===== src/rtl/veda_mem_ctrl_pkg.sv =====
// Shared types and defaults for the veda_mem access controller.
package veda_mem_ctrl_pkg;

    localparam int unsigned AddrWDefault = 5;
    localparam int unsigned DataWDefault = 8;

    typedef enum logic [1:0] {
        StIdle  = 2'd0,
        StIssue = 2'd1,
        StWait  = 2'd2,
        StResp  = 2'd3
    } arb_state_t;

    typedef enum logic {
        ReqA = 1'b0,
        ReqB = 1'b1
    } req_id_t;

endpackage


===== src/rtl/veda_rr_arb.sv =====
// 2-way grant logic. VEDA_ARB_RR_EN selects round-robin with a last-grant
// pointer; otherwise requester A has fixed priority.
module veda_rr_arb
    import veda_mem_ctrl_pkg::*;
(
    input  logic    clk_i,
    input  logic    rst_ni,
    input  logic    req_a_i,
    input  logic    req_b_i,
    input  logic    grant_en_i,
    output req_id_t gnt_o,
    output logic    gnt_valid_o
);

    assign gnt_valid_o = req_a_i | req_b_i;

`ifdef VEDA_ARB_RR_EN
    req_id_t last_q;

    // Reset to B so that A wins the first tie.
    always_ff @(posedge clk_i or negedge rst_ni) begin
        if (!rst_ni) begin
            last_q <= ReqB;
        end else if (grant_en_i && gnt_valid_o) begin
            last_q <= gnt_o;
        end
    end

    always_comb begin
        gnt_o = ReqA;
        if (req_a_i && req_b_i) begin
            gnt_o = (last_q == ReqA) ? ReqB : ReqA;
        end else if (req_b_i) begin
            gnt_o = ReqB;
        end
    end
`else
    logic unused_fixed;
    assign unused_fixed = ^{clk_i, rst_ni, grant_en_i};

    assign gnt_o = req_a_i ? ReqA : (req_b_i ? ReqB : ReqA);
`endif

endmodule


===== src/rtl/veda_mem_arbiter.sv =====
// Two-port access controller for the veda_mem scratch memory (Mode=1).
// Tie-break policy is selected by VEDA_ARB_RR_EN (see veda_rr_arb).
module veda_mem_arbiter
    import veda_mem_ctrl_pkg::*;
#(
    parameter int unsigned ADDR_W  = AddrWDefault,
    parameter int unsigned DATA_W  = DataWDefault,
    parameter int unsigned RD_WAIT = 2
) (
    input  logic              clk,
    input  logic              rst,
    input  logic              a_req,
    input  logic              a_we,
    input  logic [ADDR_W-1:0] a_addr,
    input  logic [DATA_W-1:0] a_wdata,
    output logic              a_ack,
    output logic [DATA_W-1:0] a_rdata,
    input  logic              b_req,
    input  logic              b_we,
    input  logic [ADDR_W-1:0] b_addr,
    input  logic [DATA_W-1:0] b_wdata,
    output logic              b_ack,
    output logic [DATA_W-1:0] b_rdata,
    output logic              mem_we,
    output logic [ADDR_W-1:0] mem_address,
    output logic [DATA_W-1:0] mem_dataIn,
    output logic              mem_Mode,
    input  logic [DATA_W-1:0] mem_q
);

    localparam int unsigned CntW = (RD_WAIT < 2) ? 1 : $clog2(RD_WAIT);

    arb_state_t        state_q, state_d;
    req_id_t           cmd_id_q, cmd_id_d;
    logic              cmd_we_q, cmd_we_d;
    logic [ADDR_W-1:0] cmd_addr_q, cmd_addr_d;
    logic [DATA_W-1:0] cmd_wdata_q, cmd_wdata_d;
    logic [CntW-1:0]   cnt_q, cnt_d;
    logic [DATA_W-1:0] a_rdata_q, a_rdata_d;
    logic [DATA_W-1:0] b_rdata_q, b_rdata_d;

    req_id_t gnt;
    logic    gnt_valid;
    logic    grant_en;

    veda_rr_arb u_arb (
        .clk_i       (clk),
        .rst_ni      (rst),
        .req_a_i     (a_req),
        .req_b_i     (b_req),
        .grant_en_i  (grant_en),
        .gnt_o       (gnt),
        .gnt_valid_o (gnt_valid)
    );

    always_ff @(posedge clk or negedge rst) begin
        if (!rst) begin
            state_q     <= StIdle;
            cmd_id_q    <= ReqA;
            cmd_we_q    <= 1'b0;
            cmd_addr_q  <= '0;
            cmd_wdata_q <= '0;
            cnt_q       <= '0;
            a_rdata_q   <= '0;
            b_rdata_q   <= '0;
        end else begin
            state_q     <= state_d;
            cmd_id_q    <= cmd_id_d;
            cmd_we_q    <= cmd_we_d;
            cmd_addr_q  <= cmd_addr_d;
            cmd_wdata_q <= cmd_wdata_d;
            cnt_q       <= cnt_d;
            a_rdata_q   <= a_rdata_d;
            b_rdata_q   <= b_rdata_d;
        end
    end

    always_comb begin
        state_d     = state_q;
        cmd_id_d    = cmd_id_q;
        cmd_we_d    = cmd_we_q;
        cmd_addr_d  = cmd_addr_q;
        cmd_wdata_d = cmd_wdata_q;
        cnt_d       = cnt_q;
        a_rdata_d   = a_rdata_q;
        b_rdata_d   = b_rdata_q;
        grant_en    = 1'b0;

        unique case (state_q)
            StIdle: begin
                if (gnt_valid) begin
                    grant_en    = 1'b1;
                    cmd_id_d    = gnt;
                    cmd_we_d    = (gnt == ReqA) ? a_we : b_we;
                    cmd_addr_d  = (gnt == ReqA) ? a_addr : b_addr;
                    cmd_wdata_d = (gnt == ReqA) ? a_wdata : b_wdata;
                    state_d     = StIssue;
                end
            end
            StIssue: begin
                if (cmd_we_q) begin
                    state_d = StResp;
                end else begin
                    cnt_d   = CntW'(RD_WAIT - 1);
                    state_d = StWait;
                end
            end
            StWait: begin
                // Memory needs one edge for the address register, one for q.
                if (cnt_q == '0) begin
                    if (cmd_id_q == ReqA) begin
                        a_rdata_d = mem_q;
                    end else begin
                        b_rdata_d = mem_q;
                    end
                    state_d = StResp;
                end else begin
                    cnt_d = cnt_q - CntW'(1);
                end
            end
            StResp: begin
                state_d = StIdle;
            end
            default: begin
                state_d = StIdle;
            end
        endcase
    end

    // Address/data come straight from the command register so they hold between accesses.
    assign mem_we      = (state_q == StIssue) && cmd_we_q;
    assign mem_address = cmd_addr_q;
    assign mem_dataIn  = cmd_wdata_q;
    assign mem_Mode    = 1'b1;

    assign a_ack   = (state_q == StResp) && (cmd_id_q == ReqA);
    assign b_ack   = (state_q == StResp) && (cmd_id_q == ReqB);
    assign a_rdata = a_rdata_q;
    assign b_rdata = b_rdata_q;

endmodule


===== config.mk =====
export PLATFORM = sky130hd
export DESIGN_NAME = veda_mem_arbiter
export DESIGN_NICKNAME = d
export VERILOG_FILES = /design/src/rtl/veda_mem_ctrl_pkg.sv /design/src/rtl/veda_rr_arb.sv /design/src/rtl/veda_mem_arbiter.sv
export SDC_FILE = /design/constraint.sdc
export NUM_CORES = 1
export LEC_CHECK = 0
export ABC_AREA = 1
export CAP_MARGIN = 25
export CORE_UTILIZATION = 45
export CTS_CLUSTER_SIZE = 25
export DETAILED_ROUTE_END_ITERATION = 10
export GPL_TIMING_DRIVEN = 0
export PLACE_DENSITY_LB_ADDON = 0.08
export SYNTH_ARGS = -nofsm -noshare
export SYNTH_HDL_FRONTEND = slang
export SYNTH_SLANG_ARGS = --single-unit

===== constraint.sdc =====
create_clock -name clk -period 3.3 [get_ports clk]
set_input_delay 0.825 -clock clk [delete_from_list [all_inputs] [get_ports clk]]
set_output_delay 0.825 -clock clk [all_outputs]
set_load 0.05 [all_outputs]

==> summary.md, run 1 <==
| Metric | Value |
|---|---|
| Worst Skew | around 5.6 ps |
| CTS clock-pin slew for the worst setup and hold paths | around 70 ps |
| Synthesized area | ~0.0017 mm² |
| H-tree Lvls | 2 |
| P_leak | 1.38 nW |
| Syn nets | about 270 |
| Max-slew headroom | ~51% |
| Layout cells sized above 1 | ~7.2% |
| CTS Sinks | 34 |
| Max Cap Viol | 0 |
| # diodes | 0 |
| CTS tree | yes |
| # fillers | ~300 |
| Area Growth Syn to Fin | 51.6% |
| Max incr delay on CP | 800 ps |
| Yosys cell types | 17 |
| Worst slew pin tran | approximately 730 ps |
| Seq cells post-synth | 34 |
| Post-CTS Setup Repair Bufs | 0 |
| First-pass GRT wire length | approximately 6300 µm |
| Setup Crit Path Kind | reg2out |
| Final ANT Viol Nets | 0 |
| Max VDD drop | roughly 510 µV |
| Yosys warns | 0 |
| Dpl cells | between 300 and 400 |
| # hold bufs at CTS | 0 |
| Most frequent CP cell | inv_1 |
| First-pass iteration count of the detailed router | 4 |
| Fin cells | between 300 and 400 |
| # rows | 21 |
| Area fraction of the dominant cell type after synthesis | about half |
| Fin Hold WS | ~480 ps |
| CP cell instances | inv_1 > ha_1 > nand2_1 > inv_1 > clkdlybuf4s50_1 |
| Via count | between 1.5k and 2k |
| RSZ-0062 raised after global routing | no |
| Status | finished clean |
| Mean Syn Cell Area | around 7.5 µm² |
| Asr flop ratio synth | 100% |
| Gate count after technology mapping | roughly 230 |
| GPL Wtd Cong | between 0.7 and 0.8 |
| Register area share after synthesis | 50.3% |
| Per-cell routed wire length | approximately 10 µm |
| Core Area | approximately 0.0035 mm² |
| Total gr overflow | 0 |
| Largest net degree at the start of global routing | 35 |
| Ratio of final minimum period to clock period | a little over four fifths |
| Setup crit end kind | output port |
| # port buffers | 71 |
| Final Hold Fails | 0 |
| Launch point of the critical path | state_q[1]$_DFFE_PN0P_ |
| Clk_lat worst skew | 280 ps |
| Die height | between 60 and 70 µm |
| Total CTS buffers | 5 |
| Vias per std cell | 4.49 |
| Min-delay src | a_rdata[6]$_DFFE_PN0P_ |
| Post-synth EDFFs | 0 |
| Antenna violations before repair | 0 |
| Die area | around 0.0040 mm² |
| Vias in the first global route | ~1.5k |
| HP Class | reg2reg |
| DRC errors left | 0 |
| Pre-CTS setup slack | 828 ps |
| Initial Util | 48.7% |
| Post-Route WL | ~3600 µm |
| Starting DRT DRC Count | between 50 and 60 |
| GRT Total Usage | about a fifth |
| Pwr per Cell Area | 1060 mW/mm² |
| Commonest non-fill, non-tap cell in the layout | nand2_1 |
| Total Neg Setup Slack | 0 ps |
| Predominant post-synthesis flop cell | dfrtp_1 |
| Final worst slack | ~530 ps |
| Die W | 63.3 µm |
| Nets | roughly 350 |
| Final Setup Violations | 0 |
| Post-CTS sizing | 0 |
| Final slew viol count | 0 |
| CTS root buf | clkbuf_8 |
| Final HPWL from detailed placement | 2710 µm |
| Most frequent cells in the layout | 87 x nand2_1, 70 x clkdlybuf4s50_1, 47 x inv_1, 34 x dfrtp_1, 17 x nand3_1 |
| CP required | about 2500 ps |
| Ports | 73 |
| FMAX | around 360 MHz |
| Crit-path max FO | 5 |
| Startpoint Class | flip-flop |
| CP max-delay cell | clkdlybuf4s50_1 |
| Final worst path period need | about 2800 ps |
| CP Data Arrival Time | ~1900 ps |
| Area contributors post-synth | dfrtp_1 50%, nand2_1 19%, inv_1 10% |
| Clk buf depth | 2 |
| Post-synth top area cell | dfrtp_1 |
| R2r startpoint | state_q[0]$_DFFE_PN0P_ |
metrics by stage:
step	util (%)	total power [mW]	instance area [µm²]
after global placement	70.9	2.34	2460
after global routing	73.9	2.90	2560
after floorplan	-	1.82	1690
after detailed placement	70.7	2.37	2450
after CTS	73.9	2.75	2560
final	73.9	2.72	2560
where the power goes:
part	switching (mW)	total [mW]	internal, mW	leakage, nW
clock network	0.149	0.371	0.222	0.0579
registers	0.127	0.755	0.629	0.415
logic	1.05	1.59	0.536	0.910
total	1.33	2.72	1.39	1.38
state kept, by name, indices dropped and copies added (netlist names):
| register | flops |
|---|---|
| cmd_id_q | 1 |
| mem_dataIn | 8 |
| a_rdata | 8 |
| cmd_we_q | 1 |
| b_rdata | 8 |
| state_q | 2 |
| cnt_q | 1 |
| mem_address | 5 |
layout make-up:
cell class                      count  area [µm²]  area share, %
Buffer                              7        40.0           1.56
Clock buffer                        5        68.8           2.69
Clock inverter                      3        40.0           1.56
Inverter                           49         184           7.18
Multi-Input combinational cell    136         616           24.0
Sequential cell                    34         851           33.2
Tap cell                           46        57.6           2.25
Timing Repair Buffer               71         706           27.5
routing by layer:
metal / track usage (%) / vias to the layer above / routed length (µm)
met5: 0 / - / 0
li1: - / 823 / -
met4: 6.82 / 0 / 46
met3: 6.34 / 5 / 281
met2: 36.0 / 55 / 1710
met1: 23.2 / 693 / 1520
cells in the mapped netlist, types with 2 or more instances:
cell type / number
buf_4: 2
o21ai_0: 15
nor2_1: 3
o21ai_1: 3
nand2_1: 87
dfrtp_1: 34
nand3_1: 17
inv_2: 2
ha_1: 5
buf_2: 5
inv_1: 47
cells by family (layout without fill, tap and decap cells):
logic type                 Yosys count  count (layout)  synth area share (%)
and+or+nand+nor                    110             110                  26.4
AOI/OAI and AO/OA                   20              20                  6.14
adders and majority gates            5               5                  3.70
other                                1               1                 0.222
DFF                                 34              34                  50.3
buffers and inverters               56             135                  13.2
worst max-delay path, delay by kind of cell (launching register included):
| family | cells | cell delay (ps) |
|---|---|---|
| buffers and inverters | 3 | 970 |
| adder cells (fa/ha/maj) | 1 | 190 |
| AND/OR/NAND/NOR | 1 | 80 |
| flip-flops | 1 | 420 |
worst paths after layout:
kind	slack, ps	to	cells after the start
max reg2reg	1780	cmd_we_q$_DFFE_PN0P_	7
max in group asynchronous	2240	state_q[1]$_DFFE_PN0P_	1
min reg2reg	480	a_rdata[6]$_DFFE_PN0P_	2
min in group asynchronous	590	b_rdata[3]$_DFFE_PN0P_	1
min	480	a_rdata[6]$_DFFE_PN0P_	2
max	530	mem_we	5
Note: power is estimated with default switching activity, not from simulation.
==> run 2: changes to the inputs <==
--- a/config.mk
+++ b/config.mk
@@ -7,7 +7,7 @@
 export LEC_CHECK = 0
 export ABC_AREA = 1
 export CAP_MARGIN = 25
-export CORE_UTILIZATION = 45
+export CORE_UTILIZATION = 42
 export CTS_CLUSTER_SIZE = 25
 export DETAILED_ROUTE_END_ITERATION = 10
 export GPL_TIMING_DRIVEN = 0
==> constraint.sdc (replaced) <==
create_clock -name clk -period 2.75 [get_ports clk]
set_input_delay 0.6875 -clock clk [delete_from_list [all_inputs] [get_ports clk]]
set_output_delay 0.6875 -clock clk [all_outputs]
set_load 0.05 [all_outputs]
==> summary.md, run 2 (synthesis gave the netlist of run 1 again) <==
| Metric | Value |
|---|---|
| CTS tree | yes |
| Most frequent cells in the layout | 87 x nand2_1, 70 x clkdlybuf4s50_1, 47 x inv_1, 34 x dfrtp_1, 17 x nand3_1 |
| Worst slew pin tran | roughly 740 ps |
| Total gr overflow | 0 |
| Final Hold Fails | 0 |
| First-pass iteration count of the detailed router | 4 |
| Setup Crit Path Kind | reg2out |
| Max Cap Viol | 0 |
| Antenna violations before repair | 0 |
| Pwr Total | 3.20 mW |
| Nets | 349 |
| Setup crit end kind | output port |
| CTS root buf | clkbuf_8 |
| Ports | 73 |
| Final Setup Violations | 0 |
| Vias per std cell | approximately 4.5 |
| Starting DRT DRC Count | between 80 and 90 |
| Post-Route WL | ~3700 µm |
| FMAX | approximately 380 MHz |
| Clk_lat worst skew | between 200 and 300 ps |
| RSZ-0062 raised after global routing | no |
| Worst Skew | 5.08 ps |
| Total CTS buffers | 5 |
| CP Data Arrival Time | 1950 ps |
| Area Growth Syn to Fin | 50.9% |
| Die area | around 0.0043 mm² |
| Ratio of final minimum period to clock period | a little over nine tenths |
| Per-cell routed wire length | between 10 and 15 µm |
| Final worst path period need | 2640 ps |
| GPL Wtd Cong | about 0.7 |
| Clk buf depth | 2 |
| Status | finished clean |
| # diodes | 0 |
| Die W | about 65 µm |
| # hold bufs at CTS | 0 |
| Final slew viol count | 0 |
| Final HPWL from detailed placement | 2720 µm |
| Crit-path max FO | 5 |
| H-tree Lvls | 2 |
| Vias in the first global route | 1440 |
| Pwr per Cell Area | approximately 1300 mW/mm² |
| # rows | 22 |
| Startpoint Class | flip-flop |
| CTS clock-pin slew for the worst setup and hold paths | 70 ps |
| Max VDD drop | ~660 µV |
| Total Neg Setup Slack | 0 ps |
| Layout cells sized above 1 | roughly 7.2% |
| # port buffers | between 70 and 80 |
| Post-CTS Setup Repair Bufs | 0 |
| DRC errors left | 0 |
| Die height | approximately 65 µm |
| Initial Util | about 45% |
| Final ANT Viol Nets | 0 |
| GRT Total Usage | between 10% and 20% |
| Via count | 1591 |
| Max-slew headroom | 50.3% |
| Core Area | ~0.0038 mm² |
| Post-CTS sizing | 0 |
| CP required | 2060 ps |
| CTS Sinks | 34 |
| First-pass GRT wire length | approximately 6200 µm |
| HP Class | in2async |
| Commonest non-fill, non-tap cell in the layout | nand2_1 |
| P_leak | around 1.4 nW |
| Largest net degree at the start of global routing | 35 |
run 2: changes by cell type in the layout (fill, tap and decap cells not counted):
cell / previous run / this run
bufinv_16: 1 / 0
clkbuf_8: 5 / 6
clkinv_2: 2 / 1
clkinvlp_4: 0 / 1
run 2: stage by stage:
| step | utilization [%] | worst slack, ps | instances | hold slack, ps | instance area (µm²) |
|---|---|---|---|---|---|
| floorplan | - | 831 | 226 | 392 | 1690 |
| global placement | 65.3 | 251 | 345 | 464 | 2460 |
| detailed placement | 65.1 | 422 | 345 | 468 | 2460 |
| CTS | 67.7 | 107 | 353 | 487 | 2550 |
| global route | 67.7 | 37.5 | 353 | 503 | 2550 |
| finish | 67.7 | 115 | 353 | 468 | 2550 |
run 2: worst paths after layout:
path | from | endpoint | slack, ps | cells past startpoint
min in group clk | mem_dataIn[6]$_DFFE_PN0P_ | mem_dataIn[6]$_DFFE_PN0P_ | 480 | 2
max | state_q[1]$_DFFE_PN0P_ | mem_we | 110 | 5
max reg2reg | state_q[0]$_DFFE_PN0P_ | cmd_we_q$_DFFE_PN0P_ | 1220 | 7
max in group asynchronous | rst | a_rdata[2]$_DFFE_PN0P_ | 1810 | 1
min | rst | a_rdata[0]$_DFFE_PN0P_ | 470 | 1
min reg2reg | mem_dataIn[6]$_DFFE_PN0P_ | mem_dataIn[6]$_DFFE_PN0P_ | 480 | 2
run 2: layout make-up:
cell class | count | area [µm²]
flip-flops and latches | 34 | 851
inverters | 49 | 184
repair buffers | 71 | 706
plain buffers | 7 | 40.0
clock inverters | 2 | 12.5
well taps | 48 | 60.1
multi-input cells | 136 | 616
clock buffers | 6 | 82.6
fillers | 324 | 1220
run 2: worst max-delay path, stage by stage (launching register included):
cell             delay [ps]
dfrtp_1                 430
inv_1                   120
ha_1                    190
nand2_1                  90
inv_1                    60
clkdlybuf4s50_1         790
run 2: per-layer routing:
layer,share of wire [%],track usage [%]
met2,46,32.0
met3,8.2,5.56
met1,44,23.2
met4,1.2,6.25
met5,0,0
run 2: power by group:
| group | internal [mW] | total [mW] | switching [mW] |
|---|---|---|---|
| clock | 0.201 | 0.380 | 0.179 |
| sequential | 0.754 | 0.907 | 0.153 |
| combinational | 0.643 | 1.91 | 1.27 |
==> run 3: changes to the inputs <==
--- a/config.mk
+++ b/config.mk
@@ -6,12 +6,14 @@
 export NUM_CORES = 1
 export LEC_CHECK = 0
 export ABC_AREA = 1
+export ABC_CLOCK_PERIOD_IN_PS = 2750
 export CAP_MARGIN = 25
 export CORE_UTILIZATION = 42
 export CTS_CLUSTER_SIZE = 25
 export DETAILED_ROUTE_END_ITERATION = 10
 export GPL_TIMING_DRIVEN = 0
 export PLACE_DENSITY_LB_ADDON = 0.08
+export SLEW_MARGIN = 25
 export SYNTH_ARGS = -nofsm -noshare
 export SYNTH_HDL_FRONTEND = slang
 export SYNTH_SLANG_ARGS = --single-unit
==> summary.md, run 3 (synthesis gave the netlist of run 1 again) <==
| Metric | Value |
|---|---|
| Max Cap Viol | 0 |
| Die area | roughly 0.0043 mm² |
| CP required | between 2000 and 2500 ps |
| # diodes | 0 |
| GPL Wtd Cong | around 0.7 |
| Via count | about 1.6k |
| CTS root buf | clkbuf_8 |
| Final worst path period need | approximately 2600 ps |
| Ratio of final minimum period to clock period | between 90% and 100% |
| Pwr Total | 3.37 mW |
| Ports | 73 |
| CP Data Arrival Time | about 1900 ps |
| Post-Route WL | 3710 µm |
| # fillers | around 330 |
| Status | finished clean |
| # rows | 22 |
| Core Area | ~0.0038 mm² |
| Total CTS buffers | 5 |
| Largest net degree at the start of global routing | 29 |
| Post-CTS sizing | 0 |
| Final ANT Viol Nets | 0 |
| Die W | between 60 and 70 µm |
| RSZ-0062 raised after global routing | no |
| Initial Util | between 40 and 50% |
| Commonest non-fill, non-tap cell in the layout | nand2_1 |
| Final worst slack | between 100 and 150 ps |
| Per-cell routed wire length | 10.5 µm |
| Final Setup Violations | 0 |
| # hold bufs at CTS | 0 |
| First-pass iteration count of the detailed router | 4 |
| Pwr per Cell Area | 1290 mW/mm² |
| Vias in the first global route | between 1k and 1.5k |
| CTS Sinks | 34 |
| GRT Total Usage | between 10% and 20% |
| H-tree Lvls | 2 |
| Antenna violations before repair | 0 |
| Vias per std cell | ~4.4 |
| Most frequent cells in the layout | 87 x nand2_1, 70 x clkdlybuf4s50_1, 47 x inv_1, 34 x dfrtp_1, 17 x nand3_1 |
| Total gr overflow | 0 |
| Clk buf depth | 2 |
| # port buffers | between 70 and 80 |
| Worst slew pin tran | 529 ps |
| CP cell instances | inv_1 > ha_1 > nand2_1 > inv_1 > clkdlybuf4s50_1 |
| DRC errors left | 0 |
| Post-CTS Setup Repair Bufs | 0 |
| Worst Skew | about 5.5 ps |
| Utilization after layout | between 60 and 70% |
| CTS clock-pin slew for the worst setup and hold paths | roughly 70 ps |
| Most frequent CP cell | inv_1 |
| Total Neg Setup Slack | 0 ps |
| P_leak | ~1.4 nW |
| Crit-path max FO | 5 |
| Max incr delay on CP | 790 ps |
| Max VDD drop | 646 µV |
| Fin Hold WS | between 200 and 250 ps |
| Final slew viol count | 0 |
| Nets | 350 |
| Setup Crit Path Kind | reg2out |
| Clk_lat worst skew | ~290 ps |
| Setup crit end kind | output port |
| Pre-CTS setup slack | 427 ps |
| FMAX | around 380 MHz |
| HP Class | in2async |
| Final HPWL from detailed placement | around 2800 µm |
| Final Hold Fails | 0 |
| Startpoint Class | flip-flop |
| Die height | approximately 65 µm |
| Max-slew headroom | between 60% and 70% |
| First-pass GRT wire length | between 6000 and 7000 µm |
| Area Growth Syn to Fin | 54.6% |
| CP max-delay cell | clkdlybuf4s50_1 |
| Starting DRT DRC Count | 86 |
| Layout cells sized above 1 | approximately 7.5% |
| CTS tree | yes |
run 3: cell types whose count changed in the layout (fill, tap and decap cells not counted), sizes merged:
cell,delta
bufinv,+2
buf,+1
clkbuf,-1
clkinvlp,-1
run 3: path summary, 6_finish.rpt:
kind / cells past startpoint / slack [ps] / end / start
min: 1 / 240 / state_q[0]$_DFFE_PN0P_ / rst
max in group asynchronous: 2 / 2120 / cmd_id_q$_DFFE_PN0P_ / rst
max reg2reg: 7 / 1220 / mem_address[2]$_DFFE_PN0P_ / state_q[0]$_DFFE_PN0P_
max: 5 / 120 / mem_we / state_q[1]$_DFFE_PN0P_
min in group clk: 2 / 480 / mem_dataIn[6]$_DFFE_PN0P_ / mem_dataIn[6]$_DFFE_PN0P_
min reg2reg: 2 / 480 / mem_dataIn[6]$_DFFE_PN0P_ / mem_dataIn[6]$_DFFE_PN0P_
run 3: cell type report:
cell class | count | area (µm²) | share of cell area (%)
Sequential cell | 34 | 851 | 32.6
Timing Repair Buffer | 72 | 726 | 27.8
Multi-Input combinational cell | 136 | 616 | 23.6
Inverter | 49 | 184 | 7.04
Clock buffer | 5 | 68.8 | 2.63
Clock inverter | 3 | 68.8 | 2.63
Tap cell | 48 | 60.1 | 2.30
Buffer | 7 | 40.0 | 1.53
run 3: metal layers:
layer	GRT usage [%]	vias up	share of wire (%)
met5	0	-	0
met4	7.34	0	1.6
met3	9.55	7	9.5
met2	32.1	61	45
met1	22.5	673	44
li1	-	821	-
run 3: per-stage QoR:
step | std cells | instance area (µm²)
2_1_floorplan | 226 | 1690
3_3_place_gp | 345 | 2460
3_5_place_dp | 346 | 2480
4_1_cts | 354 | 2610
5_1_grt | 354 | 2610
6_report | 354 | 2610
run 3: critical path: cells and delay by family (launching register included):
family | cells | cell delay, ps
simple gates | 1 | 90
fa+ha+maj | 1 | 190
buf+inv | 3 | 960
flops | 1 | 430
run 3: report_power, final:
part | switching (mW) | internal (mW) | leakage (nW) | total (mW)
clock network | 0.187 | 0.363 | 0.0683 | 0.550
logic | 1.27 | 0.645 | 0.919 | 1.92
registers | 0.151 | 0.754 | 0.415 | 0.906
total | 1.61 | 1.76 | 1.40 | 3.37
